[config.mk]
export PLATFORM = sky130hd
export DESIGN_NAME = rll_key_loader
export DESIGN_NICKNAME = d
export VERILOG_FILES = /design/src/rtl/rll_key_pkg.sv /design/src/rtl/rll_key_shift.sv /design/src/rtl/rll_key_loader.sv
export SDC_FILE = /design/constraint.sdc
export NUM_CORES = 1
export LEC_CHECK = 0
export BUFFER_PORTS_ARGS = -buffer_cell sky130_fd_sc_hd__buf_2
export CAP_MARGIN = 20
export CORE_MARGIN = 10
export CORE_UTILIZATION = 50
export DETAILED_ROUTE_END_ITERATION = 8
export PLACE_DENSITY = 0.71
export SLEW_MARGIN = 5
export SYNTH_ARGS = -nofsm -noshare
export SYNTH_HDL_FRONTEND = slang
export SYNTH_SLANG_ARGS = --single-unit
[constraint.sdc]
create_clock -name clk -period 3.67 [get_ports clk]
set_clock_uncertainty 0.05 [all_clocks]
set_input_delay 0.1835 -clock clk [delete_from_list [all_inputs] [get_ports clk]]
set_output_delay 0.1835 -clock clk [all_outputs]
set_load 0.01 [all_outputs]
[src/rtl/rll_key_pkg.sv]
// Shared types and helpers for the RLL16 key loader.
package rll_key_pkg;

  localparam int unsigned DEF_KEY_W = 16;

  typedef enum logic [1:0] {
    IDLE   = 2'd0,
    SHIFT  = 2'd1,
    CHECK  = 2'd2,
    COMMIT = 2'd3
  } state_e;

  // Even-parity bit: the value that makes the total count of ones even.
  function automatic logic even_parity(input logic [63:0] v);
    return ^v;
  endfunction

endpackage

[src/rtl/rll_key_shift.sv]
// Shadow key register with write-position counter; bits arrive LSB first.
module rll_key_shift
  import rll_key_pkg::*;
#(
  parameter int unsigned KEY_W = DEF_KEY_W
) (
  input  logic             clk,
  input  logic             rst_n,
  input  logic             en,
  input  logic             clr,
  input  logic             ser_bit,
  output logic [KEY_W-1:0] shadow,
  output logic             last
);

  localparam int unsigned CNT_W = $clog2(KEY_W + 1);

  logic [KEY_W-1:0] shadow_q, shadow_d;
  logic [CNT_W-1:0] cnt_q, cnt_d;

  assign shadow = shadow_q;
  assign last   = (cnt_q == CNT_W'(KEY_W - 1));

  // Clear wins; otherwise write shadow[cnt] and advance, saturating at KEY_W.
  always_comb begin
    shadow_d = shadow_q;
    cnt_d    = cnt_q;
    if (clr) begin
      shadow_d = '0;
      cnt_d    = '0;
    end else if (en && (cnt_q < CNT_W'(KEY_W))) begin
      shadow_d = (shadow_q & ~(KEY_W'(1) << cnt_q)) | (KEY_W'(ser_bit) << cnt_q);
      cnt_d    = cnt_q + CNT_W'(1);
    end
  end

  // Shadow and counter registers.
  always_ff @(posedge clk) begin
    if (!rst_n) begin
      shadow_q <= '0;
      cnt_q    <= '0;
    end else begin
      shadow_q <= shadow_d;
      cnt_q    <= cnt_d;
    end
  end

endmodule

[src/rtl/rll_key_loader.sv]
// Serial-in key loader for the RLL16 locked netlist. Key stays zero until a
// complete key is committed atomically. Optional trailing even-parity check
// is enabled by defining RLL_KEY_PARITY_EN.
module rll_key_loader
  import rll_key_pkg::*;
#(
  parameter int unsigned KEY_W = DEF_KEY_W
) (
  input  logic             clk,
  input  logic             rst_n,
  input  logic             load_start,
  input  logic             ser_valid,
  input  logic             ser_data,
  output logic             ser_ready,
  input  logic             key_clear,
  output logic [KEY_W-1:0] key_out,
  output logic             key_valid,
  output logic             busy,
  output logic             err
);

  state_e           state_q, state_d;
  logic [KEY_W-1:0] key_q, key_d;
  logic             key_valid_q, key_valid_d;
  logic             shift_en, shift_clr;
  logic [KEY_W-1:0] shadow;
  logic             last;
`ifdef RLL_KEY_PARITY_EN
  logic             err_q, err_d;
  logic             par_ok;
`endif

  rll_key_shift #(.KEY_W(KEY_W)) u_shift (
    .clk    (clk),
    .rst_n  (rst_n),
    .en     (shift_en),
    .clr    (shift_clr),
    .ser_bit(ser_data),
    .shadow (shadow),
    .last   (last)
  );

`ifdef RLL_KEY_PARITY_EN
  assign par_ok = (ser_data == even_parity(64'(shadow)));
`endif

  // State register.
  always_ff @(posedge clk) begin
    if (!rst_n) state_q <= IDLE;
    else        state_q <= state_d;
  end

  // Next-state logic; key_clear overrides every state.
  always_comb begin
    state_d = state_q;
    if (key_clear) begin
      state_d = IDLE;
    end else begin
      case (state_q)
        IDLE:   if (load_start) state_d = SHIFT;
`ifdef RLL_KEY_PARITY_EN
        SHIFT:  if (ser_valid && last) state_d = CHECK;
        CHECK:  if (ser_valid) state_d = par_ok ? COMMIT : IDLE;
`else
        SHIFT:  if (ser_valid && last) state_d = COMMIT;
        CHECK:  state_d = IDLE;
`endif
        COMMIT: state_d = IDLE;
        default: state_d = IDLE;
      endcase
    end
  end

  // Output and datapath control decoded from state.
  always_comb begin
    ser_ready   = (state_q == SHIFT) || (state_q == CHECK);
    busy        = (state_q != IDLE);
    shift_en    = 1'b0;
    shift_clr   = 1'b0;
    key_d       = key_q;
    key_valid_d = key_valid_q;
`ifdef RLL_KEY_PARITY_EN
    err_d       = err_q;
`endif
    if (key_clear) begin
      shift_clr   = 1'b1;
      key_d       = '0;
      key_valid_d = 1'b0;
`ifdef RLL_KEY_PARITY_EN
      err_d       = 1'b0;
`endif
    end else begin
      case (state_q)
        IDLE: begin
          if (load_start) begin
            shift_clr = 1'b1;
`ifdef RLL_KEY_PARITY_EN
            err_d     = 1'b0;
`endif
          end
        end
        SHIFT: shift_en = ser_valid;
`ifdef RLL_KEY_PARITY_EN
        CHECK: begin
          if (ser_valid && !par_ok) begin
            err_d     = 1'b1;
            shift_clr = 1'b1;
          end
        end
`endif
        COMMIT: begin
          key_d       = shadow;
          key_valid_d = 1'b1;
        end
        default: ;
      endcase
    end
  end

  // Committed key and status registers.
  always_ff @(posedge clk) begin
    if (!rst_n) begin
      key_q       <= '0;
      key_valid_q <= 1'b0;
`ifdef RLL_KEY_PARITY_EN
      err_q       <= 1'b0;
`endif
    end else begin
      key_q       <= key_d;
      key_valid_q <= key_valid_d;
`ifdef RLL_KEY_PARITY_EN
      err_q       <= err_d;
`endif
    end
  end

  assign key_out   = key_q;
  assign key_valid = key_valid_q;
`ifdef RLL_KEY_PARITY_EN
  assign err       = err_q;
`else
  assign err       = 1'b0;
`endif

endmodule

Word level (Yosys, flattened, before mapping)

Index checks and enable logic that the tools add are counted.

Eq/ne operators: 6
Multiplexer cells: 8
Add/sub/neg operators: 1
Bitwise gates (word level): 4
Shift operators: 2
$lt $le $gt $ge: 1
Reductions and logical operators: 9

Operators with widths:

| cell                                                 | count |
|---|---|
| AND 16 bit                                           | 1 |
| inverter 16 bit                                      | 1 |
| bitwise OR 16 bit                                    | 1 |
| << shifter 1 x 5 -> 16 bit                           | 1 |
| << shifter 1 x 5 -> 16 bit (first input constant)    | 1 |
| one-hot mux 2 bit (3 select lines)                   | 1 |
| OR reduction 2 bit                                   | 3 |
| adder 5 x 1 -> 5 bit (second input constant)         | 1 |
| equality test 5 x 4 -> 1 bit (second input constant) | 1 |
| < comparator 5 bit (second input constant)           | 1 |
| 2-to-1 mux 1 bit                                     | 5 |
| equality test 2 bit (second input constant)          | 2 |
| 2-to-1 mux 2 bit                                     | 2 |
| != test 2 bit (second input constant)                | 2 |
| equality test 2 x 1 -> 1 bit (second input constant) | 1 |
| logical AND 1 bit                                    | 2 |
| logical NOT 2 bit                                    | 1 |
| AND reduction 2 bit                                  | 1 |
| nonzero test 2 bit                                   | 1 |
| logical OR 1 bit                                     | 1 |
| inverter 1 bit                                       | 1 |

Input port bits: 6
Logic and storage cells: 36
Output and inout bits: 20
Register bits after elaboration: 40

Longest topological paths before layout

Gate-level depths: netlist of run 1.

Depth in word-level cells: 4
Mapped depth: 7
Gate-level depth less buffers: 6

By module

From an unflattened synthesis of run 1, not the netlist that was laid out.

Cells, all modules: 184
Area, all modules: 1819.2 um2

By module, submodules not included:

| module         | times used | cells each | area an instance (um2) |
|---|---|---|---|
| rll_key_shift  | 1          | 105        | 1006.0 |
| rll_key_loader | 1          | 79         | 813.3 |

Least setup slack after synthesis of run 1

OpenSTA, ideal clock, no wires.

Path type: flip-flop to flip-flop
Start point: register u_shift.cnt_q[0]
End point: register state_q[0]
Slack: 2.128 ns
Buffers on the path: 0
Setup time: 0.116 ns
Data required time: 3.504 ns
Stages on the path, launching flop included: 7
Period minus slack after synthesis: 1.542 ns
Arrival time: 1.375 ns
Cell sequence: dfxtp_1 > ha_1 > and3_1 > ha_1 > a21boi_0 > o21ai_0 > o211a_1

Longest elaborated chain between the ends: 4

Ends and longest elaborated chain:

| what                                 | RTL line             | text |
|---|---|---|
| from (decl)                          | rll_key_shift.sv:19  | `logic [CNT_W-1:0] cnt_q, cnt_d;` |
| from (signal assigned)               | rll_key_shift.sv:44  | `cnt_q <= cnt_d;` |
| equality test 5 x 4 -> 1 bit         | rll_key_shift.sv:22  | `assign last = (cnt_q == CNT_W'(KEY_W - 1));` |
| logical AND 1 bit                    | rll_key_loader.sv:65 | `SHIFT: if (ser_valid && last) state_d = COMMIT;` |
| != test 2 bit (no source line)       | n/a                  |  |
| AND reduction 2 bit (no source line) | n/a                  |  |
| to (signal assigned)                 | rll_key_loader.sv:50 | `else state_q <= state_d;` |
| to (decl)                            | rll_key_loader.sv:22 | `state_e state_q, state_d;` |

Every way passes these cells.
A chain may end at the register's enable or synchronous reset.

Final worst setup path of run 1

Start point: register state_q[1]
End point: register u_shift.shadow_q[14] (netlist: u_shift.shadow[14])

Longest elaborated chain between the ends: 4

Ends and longest elaborated chain:

| what                                                              | RTL line             | text |
|---|---|---|
| equality test 2 x 1 -> 1 bit or logical NOT 2 bit (tied branches) | rll_key_loader.sv:93 | `case (state_q)` |
| 2-to-1 mux 1 bit                                                  | rll_key_loader.sv:93 |  |
| 2-to-1 mux 1 bit                                                  | rll_key_loader.sv:85 | `if (key_clear) begin` |
| logical AND 1 bit or OR reduction 2 bit (tied branches)           | n/a                  |  |
| to (signal assigned)                                              | rll_key_shift.sv:43  | `shadow_q <= shadow_d;` |
| to (decl)                                                         | rll_key_shift.sv:18  | `logic [KEY_W-1:0] shadow_q, shadow_d;` |

Several ways; a longest one is shown, not always the timed one.

==> impl_metrics.yaml, run 1 <==
timing:
  max_freq_mhz: 500
  worst_hold_slack_ps: 186
  final.setup.tns_ps: 0
  slew_headroom_pct: 37.2
  rsz0062_at_grt: "false"
  setup_viol: 0
  period_share_pct: 54.5
  layout_min_cycle_time_ps: 2000
  hold_violations: 0
  worstMarginPinSlew_ps: 942
  maxSlewViolCount: 0
synth:
  synth.most_common_cell: "dfxtp_1"
  synth_fp_nets: 192
  syn_area_sq_um: 1800
  ys_types: 33
  async_flop_share_pct: 0
  synth_area_leaders: "dfxtp_1 (45%), mux2i_1 (10%), a32o_1 (8.9%), ha_1 (7.7%), nor2_1 (4.6%)"
  synth_top_area_cell: "dfxtp_1"
  synth_ff_type: "dfxtp_1"
  ys_ff_latch: 40
  synth_top_area_share_pct: 44.6
  syn_avg_cell_area_sq_um: 10.3
  ys_warn_count: 0
  netlist_top_cells_count: "dfxtp_1 (40), nor2_1 (22), mux2i_1 (18)"
  ys_seq_area_share_pct: 44.6
  synthCells: 175
  synth-edff-count: 0
cts:
  clockBufferDepth: 2
  cts_buffers: 5
  cts_tree: "built"
  ctsResizeCount: 0
  htreeDepth: 2
  ctsHoldBuffers: 0
  cts_setup_buffers: 0
  cts_sinks: 40
  clock_latency_ps: 360
  clk_pin_slew_worst_paths_ps: 110
  cts-root-buf: "clkbuf_4"
finish:
  area_growth_pct: 12.1
  nFillCells: 311
  multi_input_comb_area_sq_um: 902
  drive_above_1_share_pct: 19.8
  register_area_sq_um: 801
  final_nets: 213
  num_antenna_cells: 0
  utilization_pct: 58.9
pwr:
  p_leak_uw: 0.000753
  peakVddDrop_mv: 0.230
  cellPowerDensity_nw_per_um2: 388
global_route:
  grt_pass1_wl_um: 6310
  track_usage_pct: 12.2
  grt-ovfl-total: 0
  grt_start_max_net_pins: 27
  antenna_found_initial: 0
  grt_pass1_vias: 1344
floorplanning:
  die_y_um: 79.9
  fp.dieW_um: 79.9
  rows: 21
  dieArea_sq_um: 6390
  start_util_pct: 52.6
  num_io_pins: 26
  core_sq_um: 3420
min_path:
  hold_class: "primary input to flip-flop"
  worstHoldStart: "key_clear"
drt:
  drc: 0
  postRouteAntennaNets: 0
  drtIter0Drc: 128
  routed_wl_um: 3800
  drt_pass1_iterations: 4
  wl_per_cell_um: 15.6
  via_per_inst: 5.57
  vias: 1354
critical_path:
  r2r_start: "state_q[1]"
  startpoint: "state_q[1]"
  arrival_ps: 2200
  worstSetupPathType: "flip-flop to flip-flop"
  crit_required_ps: 3870
  cp_max_fo: 17
  start_kind: "flip-flop"
  critPathCaptureType: "flip-flop"
place:
  port_buffers: 24
  gp_congestion: 0.864
  hpwl_um: 2810
status:
  status: "finished clean"
flow_run:
  max-cap-violations: 0
final timing paths:
check | cells past startpoint | end | slack (ps)
hold / removal | 4 | u_shift.cnt_q[4] | 190
setup / recovery | 6 | u_shift.shadow[14] | 1670
setup reg to reg | 6 | u_shift.shadow[14] | 1670
hold reg to reg | 2 | key_valid | 430
per-stage QoR:
stage               instance area, sq um  cells  setup slack, ps  power [uW]
global route                        2010    243             1510         813
finish                              2010    243             1670         781
global placement                    1910    234             1540         480
floorplan                           1800    175             2130         472
CTS                                 2000    242             1410         787
detailed placement                  1910    234             1430         481
cells by family after synthesis:
family          synth area share (%)
simple gates                    19.3
flops                           44.6
compound gates                  11.7
buf+inv                         5.99
mux                             10.0
fa+ha+maj                       7.67
other cells                    0.209
xor+xnor                       0.488
flip-flops by register name, summed over array words and instances (netlist names):
signal / flops
key_out: 16
u_shift.cnt_q: 5
key_valid: 1
u_shift.shadow: 16
state_q: 2
power by group:
group / total (uW) / switching, uW / internal (uW)
sequential: 437 / 1.44 / 435
clock: 308 / 145 / 163
combinational: 35.7 / 23.6 / 12.1
total: 781 / 170 / 610
cell type report:
type                            count  area share, %
Inverter                            8           1.49
Tap cell                           46           2.86
Clock inverter                      2           1.93
Timing Repair Buffer               25           6.53
Sequential cell                    40           39.8
Clock buffer                        6           2.55
Multi-Input combinational cell    116           44.8
layout by cell type, fill, tap and decap left out:
master and instances:
nand4_1 4, clkbuf_8 1, nor2_2 1, buf_2 24, o31ai_1 1, nand3_1 15
inv_1 8, xnor2_1 1, nor2b_1 4, nor4_2 3, clkinv_4 1, nor2_1 22
o21ai_0 1, a211oi_1 1, nand2b_1 1, nand2_1 3, and2_1 1, and4_1 4
and3_1 1, clkbuf_4 5, bufinv_16 1, o211a_1 1, a21oi_1 1, dfxtp_1 40
conb_1 1, nor4_1 1, o211ai_1 1, nand2b_4 1, nor4bb_4 1, a32o_1 16
ha_1 11, mux2i_1 18, buf_6 1, a21boi_0 1
critical path, cell delays in order, from the launching register on:
cell and delay [ps]:
dfxtp_1 340, inv_1 100, ha_1 200, nor4bb_4 550, buf_6 250, nand4_1 110, a32o_1 290
per-layer routing:
| layer | vias to the layer above | GRT usage [%] | part of all wire [%] |
|---|---|---|---|
| met5 | - | 0 | 0 |
| met4 | 0 | 6.34 | 1.8 |
| met3 | 7 | 3.83 | 6.5 |
| met2 | 38 | 18.9 | 47 |
| met1 | 632 | 14.6 | 45 |
| li1 | 677 | - | - |
No activity file was read; power rests on OpenSTA's default activity.
==> run 2: changes to the inputs <==
Clock period 3.67 ns to 1.9 ns, I/O delays scaled along.
==> run 2 against run 1 <==
  * First-iteration DRC count is 20% lower
  * Global-route usage up 0.27 points
  * Worst setup slack worse by 1500 ps
  * Sequential power grew 93%
  * Non-clock buffer count is 2 higher
  * Sequential share of layout area increased by 0.074 points
  * Maximum frequency is 14% higher
  * Die area unchanged
  * Largest cell class unchanged
==> impl_metrics.yaml, run 2 (synthesis results as in run 1) <==
status:
  status: "finished clean"
cts:
  clock_latency_ps: 360
  cts_buffers: 5
  cts_tree: "built"
  clk_pin_slew_worst_paths_ps: 120
  cts-root-buf: "clkbuf_4"
  htreeDepth: 2
  clockBufferDepth: 2
  cts_sinks: 40
critical_path:
  worst-r2r-cell-count: 6
  critPathCaptureType: "flip-flop"
  worstSetupPathType: "flip-flop to flip-flop"
  cp_max_fo: 7
  reg2reg_slack_ps: 150
  crit_required_ps: 2110
  reg2reg_to: "state_q[0]"
  r2r_start: "u_shift.cnt_q[0]"
  start_kind: "flip-flop"
  arrival_ps: 1960
timing:
  max_freq_mhz: 571
  worstMarginPinSlew_ps: 563
  setup_viol: 0
  hold_violations: 0
  final.setup.tns_ps: 0
  maxSlewViolCount: 0
  slew_headroom_pct: 62.1
  layout_min_cycle_time_ps: 1750
  rsz0062_at_grt: "false"
  period_share_pct: 92.2
min_path:
  hold_class: "primary input to flip-flop"
  worstHoldStart: "load_start"
  whs_path_depth: 4
  hold-path-endpoint: "u_shift.cnt_q[3]"
finish:
  nFillCells: 304
  final_cell_mix: "dfxtp_1 (40), buf_2 (24), nor2_1 (22)"
  fin_cells: 245
  final_common_cell: "dfxtp_1"
  final_nets: 215
  num_antenna_cells: 0
  finalInstanceArea_sq_um: 2010
  utilization_pct: 58.8
  area_growth_pct: 11.8
  drive_above_1_share_pct: 21.1
place:
  port_buffers: 24
  placed_area_sq_um: 1950
  hpwl_um: 2830
  placedCellCount: 237
  gp_congestion: 0.912
floorplanning:
  num_io_pins: 26
  core_sq_um: 3420
  rows: 21
  dieArea_sq_um: 6390
  die_y_um: 79.9
  fp.dieW_um: 79.9
  start_util_pct: 52.6
drt:
  postRouteAntennaNets: 0
  wl_per_cell_um: 15.6
  drtIter0Drc: 102
  vias: 1407
  via_per_inst: 5.74
  routed_wl_um: 3820
  drc: 0
  drt_pass1_iterations: 4
global_route:
  grt-ovfl-total: 0
  grt_start_max_net_pins: 27
  grt_pass1_vias: 1354
  grt_pass1_wl_um: 6330
  antenna_found_initial: 0
  track_usage_pct: 12.4
pwr:
  cellPowerDensity_nw_per_um2: 674
  p_leak_uw: 0.000755
  peakVddDrop_mv: 0.417
flow_run:
  max-cap-violations: 0
-- run 2: layout make-up --
type,instances,area (sq um),share of cell area (%)
flip-flops and latches,40,801,39.9
repair buffers,27,155,7.73
multi-input cells,116,908,45.2
clock buffers,5,37.5,1.87
well taps,46,57.6,2.87
inverters,8,30.0,1.50
clock inverters,3,18.8,0.935
-- run 2: per-layer routing --
layer	global-route usage [%]	vias to the layer above	routed length, um
met5	0	-	0
met4	6.87	0	76
met3	4.28	9	305
met2	19.4	46	1820
met1	14.5	666	1620
li1	-	686	-
-- run 2: worst max-delay path by stage --
| stage | from | end | cells after the start |
|---|---|---|---|
| 3_3_place_gp | u_shift.cnt_q[0] | state_q[0] | 6 |
| 4_1_cts | u_shift.cnt_q[0] | state_q[0] | 6 |
| 6_report | u_shift.cnt_q[0] | state_q[0] | 6 |
| 3_5_place_dp | u_shift.cnt_q[0] | state_q[0] | 6 |
| 5_1_grt | state_q[1] | u_shift.shadow[14] | 6 |
| 2_1_floorplan | u_shift.cnt_q[0] | state_q[0] | 6 |
-- run 2: critical path, cell delays in order, from the launching register on --
cell and delay [ps]:
dfxtp_1 420, ha_1 270, and3_1 190, ha_1 170, a21boi_1 260, o21ai_0 160
o211a_1 130
-- run 2: stage by stage --
step	total power [uW]	worst slack, ps	hold WS (ps)
2_1_floorplan	912	358	278
3_3_place_gp	931	221	395
3_5_place_dp	935	80.7	410
4_1_cts	1360	57.6	57.3
5_1_grt	1400	83.0	70.9
6_report	1350	149	55.2
-- run 2: what timing repair did --
item / 4_1_cts / 5_1_grt
buffers inserted: 0 / 0
hold buffers: 0 / 0
resized for setup: 0 / 2
setup endpoints to repair: 0 / 4
-- run 2: power breakdown --
part	internal (uW)	switching, uW
combinational	26.3	47.8
clock	142	294
sequential	841	2.84
total	1010	345
